### src/rtl/serial_pkg.sv
// Shared definitions for the serial link: deserializer FSM states and the
// default word width also used by the parallel-load shifter.
package serial_pkg;

    typedef enum logic {
        IDLE  = 1'b0,
        SHIFT = 1'b1
    } ser_state_t;

    localparam int SER_WIDTH = 8;

endpackage

### src/rtl/sipo_deserializer_if.sv
// Serial-in / parallel-out bundle: the serial bit stream on one side,
// the valid/ready word output and status flags on the other.
interface sipo_deserializer_if
    import serial_pkg::*;
    #(parameter int WIDTH = SER_WIDTH);

    logic             bit_in;
    logic             bit_valid;
    logic             sync;
    logic [WIDTH-1:0] data_out;
    logic             data_valid;
    logic             data_ready;
    logic             overrun;
    logic             frame_err;
    logic             clear_flags;

    // The master drives the serial stream and consumes words.
    modport master (
        output bit_in, bit_valid, sync, data_ready, clear_flags,
        input  data_out, data_valid, overrun, frame_err
    );

    modport slave (
        input  bit_in, bit_valid, sync, data_ready, clear_flags,
        output data_out, data_valid, overrun, frame_err
    );

endinterface

### src/rtl/sipo_out_reg.sv
// One-deep valid/ready holding register for completed words; a word that
// arrives while the register is full and not being drained sets overrun.
module sipo_out_reg
    import serial_pkg::*;
    #(parameter int WIDTH = SER_WIDTH)
    (
        input  logic             clk,
        input  logic             reset,
        input  logic             load,
        input  logic [WIDTH-1:0] word,
        input  logic             ready,
        input  logic             clear_flags,
        output logic [WIDTH-1:0] data,
        output logic             valid,
        output logic             overrun
    );

    logic accept;

    // Loading while the old word is consumed in the same cycle avoids a bubble.
    assign accept = !valid || ready;

    always_ff @(posedge clk) begin
        if (reset) begin
            data    <= '0;
            valid   <= 1'b0;
            overrun <= 1'b0;
        end else begin
            if (load && accept) begin
                data  <= word;
                valid <= 1'b1;
            end else if (ready) begin
                valid <= 1'b0;
            end

            // A fresh overrun takes priority over a clear in the same cycle.
            if (load && !accept) begin
                overrun <= 1'b1;
            end else if (clear_flags) begin
                overrun <= 1'b0;
            end
        end
    end

endmodule

### src/rtl/sipo_deserializer.sv
// Reassembles a serial bit stream into WIDTH-bit words, with optional sync
// framing, and hands them to a one-deep valid/ready output register.
module sipo_deserializer
    import serial_pkg::*;
    #(
        parameter int WIDTH        = SER_WIDTH,
        parameter bit MSB_FIRST    = 1'b1,
        parameter bit REQUIRE_SYNC = 1'b1
    )
    (
        input logic                 clk,
        input logic                 reset,
        sipo_deserializer_if.slave  bus
    );

    localparam int CW = $clog2(WIDTH);

    ser_state_t       state;
    ser_state_t       state_next;
    logic [CW-1:0]    count;
    logic [CW-1:0]    count_next;
    logic [WIDTH-1:0] shreg;
    logic [WIDTH-1:0] shreg_next;
    logic [WIDTH-1:0] shifted;
    logic             frame_err_q;
    logic             frame_err_next;
    logic             word_done;

    assign shifted = MSB_FIRST ? {shreg[WIDTH-2:0], bus.bit_in}
                               : {bus.bit_in, shreg[WIDTH-1:1]};

    // count holds the number of bits already in the word; the edge that sees
    // count == WIDTH-1 with a valid bit completes it.
    always_comb begin
        state_next     = state;
        count_next     = count;
        shreg_next     = shreg;
        frame_err_next = 1'b0;
        word_done      = 1'b0;

        case (state)
            IDLE: begin
                if (bus.bit_valid && (bus.sync || !REQUIRE_SYNC)) begin
                    shreg_next = shifted;
                    count_next = CW'(1);
                    state_next = SHIFT;
                end
            end
            SHIFT: begin
                if (bus.bit_valid) begin
                    shreg_next = shifted;
                    if (bus.sync && count != '0) begin
                        frame_err_next = 1'b1;
                        count_next     = CW'(1);
                    end else if (count == CW'(WIDTH - 1)) begin
                        word_done  = 1'b1;
                        count_next = '0;
                        state_next = REQUIRE_SYNC ? IDLE : SHIFT;
                    end else begin
                        count_next = count + CW'(1);
                    end
                end
            end
            default: state_next = IDLE;
        endcase
    end

    always_ff @(posedge clk) begin
        if (reset) begin
            state       <= IDLE;
            count       <= '0;
            shreg       <= '0;
            frame_err_q <= 1'b0;
        end else begin
            state       <= state_next;
            count       <= count_next;
            shreg       <= shreg_next;
            frame_err_q <= frame_err_next;
        end
    end

    assign bus.frame_err = frame_err_q;

    sipo_out_reg #(.WIDTH(WIDTH)) u_out_reg (
        .clk         (clk),
        .reset       (reset),
        .load        (word_done),
        .word        (shifted),
        .ready       (bus.data_ready),
        .clear_flags (bus.clear_flags),
        .data        (bus.data_out),
        .valid       (bus.data_valid),
        .overrun     (bus.overrun)
    );

endmodule
### src/flat_wrapper.sv
// flat-port wrapper written by rule: the top's interface ports become plain ports
module sipo_deserializer_flat import serial_pkg::*;
#(
        parameter int WIDTH        = SER_WIDTH,
        parameter bit MSB_FIRST    = 1'b1,
        parameter bit REQUIRE_SYNC = 1'b1
    )
  (clk, reset, bus_bit_in, bus_bit_valid, bus_sync, bus_data_ready, bus_clear_flags, bus_data_out, bus_data_valid, bus_overrun, bus_frame_err);
  sipo_deserializer_if #(.WIDTH(WIDTH)) bus_i ();
  input logic clk;
  input logic reset;
  input wire logic [$bits(bus_i.bit_in)-1:0] bus_bit_in;
  input wire logic [$bits(bus_i.bit_valid)-1:0] bus_bit_valid;
  input wire logic [$bits(bus_i.sync)-1:0] bus_sync;
  input wire logic [$bits(bus_i.data_ready)-1:0] bus_data_ready;
  input wire logic [$bits(bus_i.clear_flags)-1:0] bus_clear_flags;
  output wire logic [$bits(bus_i.data_out)-1:0] bus_data_out;
  output wire logic [$bits(bus_i.data_valid)-1:0] bus_data_valid;
  output wire logic [$bits(bus_i.overrun)-1:0] bus_overrun;
  output wire logic [$bits(bus_i.frame_err)-1:0] bus_frame_err;
  assign bus_i.bit_in = bus_bit_in;
  assign bus_i.bit_valid = bus_bit_valid;
  assign bus_i.sync = bus_sync;
  assign bus_i.data_ready = bus_data_ready;
  assign bus_i.clear_flags = bus_clear_flags;
  assign bus_data_out = bus_i.data_out;
  assign bus_data_valid = bus_i.data_valid;
  assign bus_overrun = bus_i.overrun;
  assign bus_frame_err = bus_i.frame_err;
  sipo_deserializer #(.WIDTH(WIDTH), .MSB_FIRST(MSB_FIRST), .REQUIRE_SYNC(REQUIRE_SYNC)) u_core (.clk(clk), .reset(reset), .bus(bus_i));
endmodule
### config.mk
export PLATFORM = sky130hd
export DESIGN_NAME = sipo_deserializer_flat
export DESIGN_NICKNAME = d
export VERILOG_FILES = /design/src/rtl/serial_pkg.sv /design/src/rtl/sipo_deserializer_if.sv /design/src/rtl/sipo_out_reg.sv /design/src/rtl/sipo_deserializer.sv /design/src/flat_wrapper.sv
export SDC_FILE = /design/constraint.sdc
export NUM_CORES = 1
export LEC_CHECK = 0
export ABC_AREA = 1
export BUFFER_PORTS_ARGS = -buffer_cell sky130_fd_sc_hd__buf_4
export CAP_MARGIN = 30
export CELL_PAD_IN_SITES_DETAIL_PLACEMENT = 0
export CELL_PAD_IN_SITES_GLOBAL_PLACEMENT = 2
export CORE_ASPECT_RATIO = 0.8
export CORE_MARGIN = 5
export CORE_UTILIZATION = 31
export DETAILED_ROUTE_END_ITERATION = 16
export PLACE_DENSITY_LB_ADDON = 0.1
export SLEW_MARGIN = 10
export SYNTH_ARGS = -nofsm -noshare
export SYNTH_HDL_FRONTEND = slang
export SYNTH_SLANG_ARGS = --single-unit
export TNS_END_PERCENT = 100
### constraint.sdc
create_clock -name clk -period 1.9 [get_ports clk]
set_clock_uncertainty 0.1 [all_clocks]
set_input_delay 0.19 -clock clk [delete_from_list [all_inputs] [get_ports clk]]
set_output_delay 0.19 -clock clk [all_outputs]
set_load 0.01 [all_outputs]
### Yosys cells after proc, flatten, opt, wreduce, memory -nomap -nowiden

Index checks and enable logic that the tools add are counted.

* equality and inequality tests: 3
* reductions and logical operators: 12
* multiplexer cells: 22
* bitwise gates (word level): 2
* add/subtract/negate cells: 1

Operators with widths (number)
* 7-bit two-way mux: 2
* 7-bit one-hot mux with 2 select lines: 1
* 1-bit two-way mux: 13
* 3-bit two-way mux: 4
* 3-bit one-hot mux with 2 select lines: 1
* 1-bit logical AND: 4
* 2-bit nonzero test: 2
* 3-bit by 1-bit adder with 3-bit output, second input constant: 1
* 3-bit equality test, second input constant: 1
* 3-bit nonzero test: 1
* 3-bit OR reduction: 1
* 1-bit zero test: 2
* 2-bit by 1-bit != test with 1-bit output, second input constant: 1
* 2-bit != test, second input constant: 1
* 1-bit NOT: 2
* 1-bit one-hot mux with 2 select lines: 1
* 2-bit AND reduction: 1
* 1-bit logical OR: 1

* output and inout bits: 11
* word-level logic and storage cells: 47
* bits in registers: 22

### Logic depth before layout (Yosys ltp)

Gate-level depths: netlist (run 1).

* depth in word-level cells: 7
* mapped depth: 8

### By module

Synthesis (run 1) repeated with hierarchy kept, for this count alone.

* cell total of the unflattened synthesis: 134
* area, all modules: 978.4 µm²

By module, submodules not included
* sipo_deserializer: area each 524.3 µm², sequential area each 240.2 µm², cells an instance 72, times used 1
* sipo_out_reg: area each 454.2 µm², sequential area each 200.2 µm², cells an instance 62, times used 1

### Worst setup path after synthesis (run 1)

No wires, ideal clock.

* kind: register to register
* from: reg u_core.count[0]
* to: reg u_core.u_out_reg.data[7]
* clock period less this slack: 1.338 ns
* slack: 0.562 ns
* stages on the path, launching flop included: 9
* data required time: 1.736 ns
* arrival time: 1.174 ns
* path through: dfxtp_1 > ha_1 > ha_1 > inv_1 > nor2_8 > buf_6 > nand4_1 > nand2_1 > nor2_1

* word-level cells in the longest chain between the ends: 6

Ends and longest elaborated chain
* start, declared: RTL line sipo_deserializer.sv:20 `logic [CW-1:0] count;`
* start signal, assigned: RTL line sipo_deserializer.sv:76 `count <= count_next;`
* 3-bit equality test or 3-bit nonzero test (tied branches): RTL line sipo_deserializer.sv:55, sipo_deserializer.sv:52
* 1-bit two-way mux or 1-bit logical AND (tied branches): RTL line sipo_deserializer.sv:55, sipo_deserializer.sv:52
* 1-bit two-way mux (*): RTL line sipo_deserializer.sv:52 `if (bus.sync && count != '0) begin`
* 1-bit two-way mux (*): RTL line sipo_deserializer.sv:50 `if (bus.bit_valid) begin`
* 1-bit two-way mux (*): RTL line sipo_deserializer.sv:41 `case (state)`
* 1-bit logical AND (*): RTL line sipo_out_reg.sv:29 `if (load && accept) begin`
* end signal, assigned: RTL line sipo_out_reg.sv:30 `data <= word;`
* end, declared: RTL line sipo_out_reg.sv:13 `output logic [WIDTH-1:0] data,`

Every way passes the cells marked *; elsewhere a longest branch is shown, timed or not.
A chain may end at the register's enable or synchronous reset.

### Worst setup path in the final report (run 1)

* from: reg u_core.count[1]
* to: reg u_core.u_out_reg.data[3]

The elaborated chain is that of the path after synthesis.

==> results of run 1 <==
[cell usage after synthesis]
master | number | area (sq um)
inv_1 | 32 | 120
nand2_1 | 25 | 93.8
dfxtp_1 | 22 | 440
a21oi_1 | 10 | 50.1
nand4_1 | 8 | 50.1
nor2_1 | 8 | 30.0
o21ai_0 | 6 | 30.0
a21oi_2 | 4 | 35.0
buf_6 | 3 | 33.8
ha_1 | 3 | 37.5
o21ai_2 | 3 | 26.3
buf_2 | 2 | 10.0
nand2_2 | 2 | 12.5
inv_2 | 1 | 3.75
nand2_4 | 1 | 11.3
nand3_4 | 1 | 17.5
nand3b_4 | 1 | 20.0
nor2_8 | 1 | 20.0
nor3_1 | 1 | 5.00
[per-stage QoR]
step                util [%]  cells
floorplan                  -    134
global placement        37.2    186
detailed placement      37.2    186
CTS                     38.5    189
global route            38.5    189
finish                  38.5    189
[critical path: stages (launching register included)]
cell	delay (ps)
dfxtp_1	350
ha_1	160
ha_1	130
inv_1	90
nor2_8	220
nand3_4	160
nand2_1	90
inv_1	40
nor2_1	90
[per-layer routing]
metal | wire length, microns | track usage [%] | vias up
met5 | 0 | 0 | -
met4 | 16 | 2.28 | 0
met3 | 104 | 3.38 | 2
met2 | 782 | 14.3 | 12
met1 | 1040 | 12.8 | 326
li1 | - | - | 442
[path summary, 6_finish.rpt]
check / from / endpoint / depth (start not counted)
setup / recovery: u_core.count[1] / u_core.u_out_reg.data[3] / 8
hold / removal: reset / u_core.u_out_reg.overrun / 2
setup reg to reg: u_core.count[1] / u_core.u_out_reg.data[3] / 8
hold reg to reg: u_core.u_out_reg.overrun / u_core.u_out_reg.overrun / 2
[report_power, final]
group | internal, uW | switching (uW) | leakage, uW
sequential | 477 | 8.90 | 0.000179
clock | 141 | 140 | 0.0000216
combinational | 28.3 | 52.8 | 0.000388
total | 646 | 202 | 0.000588
[logic make-up after synthesis]
logic type / Yosys count
flops: 22
fa+ha+maj: 3
compound gates: 23
buf+inv: 38
simple gates: 48
[registers in the layout (all words and copies together), names as in the netlist]
name and count:
u_core.u_out_reg.data 8, u_core.shreg 7, u_core.count 3, u_core.bus.frame_err 1
u_core.state 1, u_core.u_out_reg.overrun 1, u_core.u_out_reg.valid 1
[placed cells by master (no fill, tap or decap)]
master,synthesis,final
nand4_1,8,8
buf_4,0,17
dfxtp_1,22,22
a21oi_1,10,10
nand2_2,2,2
inv_2,1,1
nor3_1,1,1
nand2_1,25,25
ha_1,3,3
nand2_4,1,1
nand3_4,1,1
o21ai_0,6,6
inv_1,32,32
a21oi_2,4,4
nand3b_4,1,1
nor2_8,1,1
clkbuf_8,0,3
nor2_1,8,8
o21ai_2,3,3
[cell type report]
| cell class | instances | area, sq um | area share [%] |
|---|---|---|---|
| Tap cell | 40 | 50.0 | 4.09 |
| Sequential cell | 22 | 440 | 36.0 |
| Timing Repair Buffer | 17 | 128 | 10.4 |
| Multi-Input combinational cell | 74 | 439 | 35.9 |
| Inverter | 33 | 124 | 10.1 |
| Clock buffer | 3 | 41.3 | 3.38 |
==> results.ini, run 1 <==
[outcome]
status = completed

[clock_tree]
post_cts_buffers = 0
clockBufferDepth = 2
numCtsBuffers = 3
ctsHoldBuffers = 0
ctsResizeCount = 0
cts_tree = done
clockRootBuffer = clkbuf_8
clk_pin_slew_worst_paths_ps = 80
htree_levels = 1
clkLatencyLatePin_ps = 260
cts_sinks = 22

[synthesis]
muxShareOfSynthArea_pct = 0
avgSynthCellArea_sq_um = 7.82
synth_top_family_by_area = simple AND/OR/NAND/NOR gates
synth_fa_ha_area_share_pct = 3.58
synthesis.area_sq_um = 1050
syn_inst = 134
yosysWarnings = 0
synth_xor_area_share_pct = 0
synth.yosys.seq_area_share_pct = 42.1
yosys.area_share.simple_pct = 24.9
ys_ff_latch = 22
synth_fp_nets = 144
synth_compound_gate_area_share_pct = 13.5
ys_types = 19

[placed_design]
gp_congestion = 0.821
port_buffers = 17
place_area_sq_um = 1180
post-place-ws_ps = 421
dpl.hpwl_microns = 1480

[sta]
worst_pin_slew_ps = 394
finalSetupTns_ps = 0
post-route-min-period_ps = 1500
maxSlewViolCount = 0
period_share_pct = 78.9
final-hold-violation-count = 0
max_freq_mhz = 667
fin_ws_ps = 402
rsz0062_at_grt = false
relSlewSlack_pct = 73.7
holdWs_ps = 43.9
final-setup-viol-count = 0

[routing]
wl_per_cell_microns = 10.3
viasPerCell = 4.14
drtIter0Drc = 16
drc = 0
drt-pass1-iter-count = 4
ant_nets = 0
vias = 782
routed_wl_microns = 1940

[global_routing]
antenna_found_initial = 0
grt_start_max_net_pins = 18
grtUsageTotal_pct = 9.41
grt_pass1_vias = 707
grt_pass1_wl_microns = 3300
overflow = 0

[critical_path]
worstPathMaxFanout = 11
crit_arrival_ps = 1590
critPathCaptureType = register
regToRegSetupSlack_ps = 400
worstSetupPathType = register to register
worstSetupStartpointType = register
crit_required_ps = 1990

[layout]
nFillCells = 351
nNetsFinal = 161
fin_area_sq_um = 1220
drive_gt1_share_pct = 22.8
antennaDiodeCount = 0
areaGrowthSynthToFinish_pct = 16.7

[pwr]
cellPowerDensity_nw_per_um2 = 694
irDropWorstVdd_mv = 0.397
finalPower_uw = 848
p_leak_uw = 0.000588

[hold_path]
min_path_type = primary input to register

[die]
io-pin-count = 18
fp.dieH_microns = 62.0
die-area_sq_um = 4650
die_w_microns = 75.0
initial_core_util_pct = 33.0
core_area_sq_um = 3180
fp-row-count = 18

[job]
drv_cap = 0

(Power assumes the default switching activity.)
==> run 2: changes to the inputs <==
Settings changed: CORE_UTILIZATION 31 to 28.
Clock period 1.9 ns to 1.2 ns, I/O delays scaled along.
==> run 2 against run 1 <==
  * Register-to-register slack worse by 540 ps
  * Design area up 14%
  * Core utilization up 1.1 points
  * Non-clock buffer count up 6
  * Sequential power up 59%
  * Clock power up 94%
  * Clock-buffer cell count up 1
  * Worst hold slack worse by 29 ps
  * Sequential share of layout area down 4.3 points
  * The run now ends with setup timing left
  * Via count up 16%
  * Die area up 9.1%
  * Highest routed layer unchanged
==> results.ini, run 2 (synthesis results as in run 1) <==
[critical_path]
worstSetupPathType = register to register
worstPathMaxFanout = 6  ; -5
crit_arrival_ps = 1450  ; -140 ps
crit_required_ps = 1310  ; -680 ps
critPathCaptureType = register
worstSetupStartpointType = register
r2r-start = u_core.count[0]
crit_start = u_core.count[0]

[routing]
drc = 0  ; unchanged
ant_nets = 0  ; unchanged
wl_per_cell_microns = 11.5  ; +12%
viasPerCell = 4.50  ; +8.8%
vias = 905  ; +16%
drtIter0Drc = 46  ; +30
routed_wl_microns = 2320  ; +19%
drt-pass1-iter-count = 5  ; +1

[hold_path]
min_path_type = primary input to register
hold_start = bus_clear_flags

[placed_design]
dpl.hpwl_microns = 1530  ; +3.4%
gp_congestion = 0.658  ; -20%
port_buffers = 17  ; unchanged
dpl.cell_count = 193  ; +3.8%
post-place-ws_ps = -171  ; -592 ps

[sta]
worst_pin_slew_ps = 475  ; +81.9 ps
post-route-min-period_ps = 1340  ; -157 ps
final-hold-violation-count = 0  ; unchanged
fin_ws_ps = -141  ; -543 ps
relSlewSlack_pct = 68.2  ; -5.5 points
rsz0062_at_grt = true
max_freq_mhz = 746  ; +12%
final-setup-viol-count = 14  ; +14
period_share_pct = 112  ; +33 points
maxSlewViolCount = 0  ; unchanged
finalSetupTns_ps = -1410  ; -1410 ps

[layout]
final_common_cell = inv_1
nNetsFinal = 170  ; +5.6%
regMostFlops = u_core.u_out_reg.data
nFillCells = 392  ; +12%
largest_register_ffs = 8  ; unchanged
final_cell_mix = inv_1, buf_4, nand2_1, dfxtp_1
final_cells = 201  ; +6.3%
largestRegisters = u_core.u_out_reg.data x8, u_core.shreg x7, u_core.count x3
drive_gt1_share_pct = 34.6  ; +12 points
areaGrowthSynthToFinish_pct = 33.1
fin_util_pct = 39.6  ; +1.1 points
antennaDiodeCount = 0  ; unchanged

[pwr]
p_leak_uw = 0.000635  ; +7.9%
finalPower_uw = 1480  ; +75%
cellPowerDensity_nw_per_um2 = 1060  ; +53%
irDropWorstVdd_mv = 0.500  ; +26%

[clock_tree]
htree_levels = 1  ; unchanged
clk_pin_slew_worst_paths_ps = 80  ; about the same
clkLatencyLatePin_ps = 260  ; about the same
numCtsBuffers = 3  ; unchanged
clockRootBuffer = clkbuf_8
clockBufferDepth = 2  ; unchanged
cts_sinks = 22  ; unchanged
cts_tree = done

[global_routing]
grt_start_max_net_pins = 18  ; unchanged
antenna_found_initial = 0  ; unchanged
grt_pass1_vias = 859  ; +21%
grtUsageTotal_pct = 9.85  ; +0.45 points
grt_pass1_wl_microns = 3980  ; +21%
overflow = 0  ; unchanged

[die]
core_area_sq_um = 3520  ; +11%
io-pin-count = 18  ; unchanged
die-area_sq_um = 5070  ; +9.1%
fp.dieH_microns = 64.7  ; +4.4%
fp-row-count = 19  ; +1
initial_core_util_pct = 29.8  ; -3.2 points
die_w_microns = 78.4  ; +4.5%

[job]
drv_cap = 0  ; unchanged

[outcome]
status = finished, violations left
violations = setup timing

## run 2: final cells by class
| type | instances | area (sq um) | area share [%] |
|---|---|---|---|
| Multi-Input combinational cell | 77 | 542 | 38.9 |
| Sequential cell | 22 | 443 | 31.8 |
| Timing Repair Buffer | 23 | 175 | 12.6 |
| Inverter | 33 | 126 | 9.07 |
| Clock buffer | 4 | 55.1 | 3.95 |
| Tap cell | 42 | 52.6 | 3.77 |
## run 2: worst paths after layout
| path | to | slack (ps) | depth (start not counted) |
|---|---|---|---|
| min | u_core.u_out_reg.overrun | 20 | 4 |
| max reg2reg | u_core.u_out_reg.data[0] | -140 | 8 |
| min reg2reg | u_core.shreg[6] | 380 | 2 |
| max | u_core.u_out_reg.data[0] | -140 | 8 |
## run 2: metrics by stage
step	hold WS (ps)	area, sq um
floorplan	81.7	1080
CTS	8.63	1360
detailed placement	245	1250
global placement	250	1250
global route	34.8	1390
finish	15.4	1390
## run 2: what timing repair did
item / CTS / global route
cloned: 3 / 0
pin swaps: 6 / 12
setup endpoints to repair: 15 / 22
hold buffers: 1 / 0
endpoints found under the hold margin: 5 / 0
buffers inserted: 0 / 0
gates resized for setup: 3 / 9
## run 2: where the power goes
part	switching (uW)	internal [uW]	total, uW
clock network	251	293	544
registers	16.5	756	772
logic	103	61.2	164
total	371	1110	1480
## run 2: worst max-delay path: stages (launching register included)
cell and delay [ps]:
dfxtp_2 370, ha_4 150, ha_4 130, inv_4 50
nor2_8 150, nand3_4 120, nand2_1 90, inv_1 40
nor2_1 70
## run 2: metal layers
metal	up-vias	GRT usage (%)	share of wire, %
met3	2	4.29	5.6
met4	0	3.49	0.73
met1	416	13.1	50
li1	468	-	-
met5	-	0	0
met2	19	14.2	43
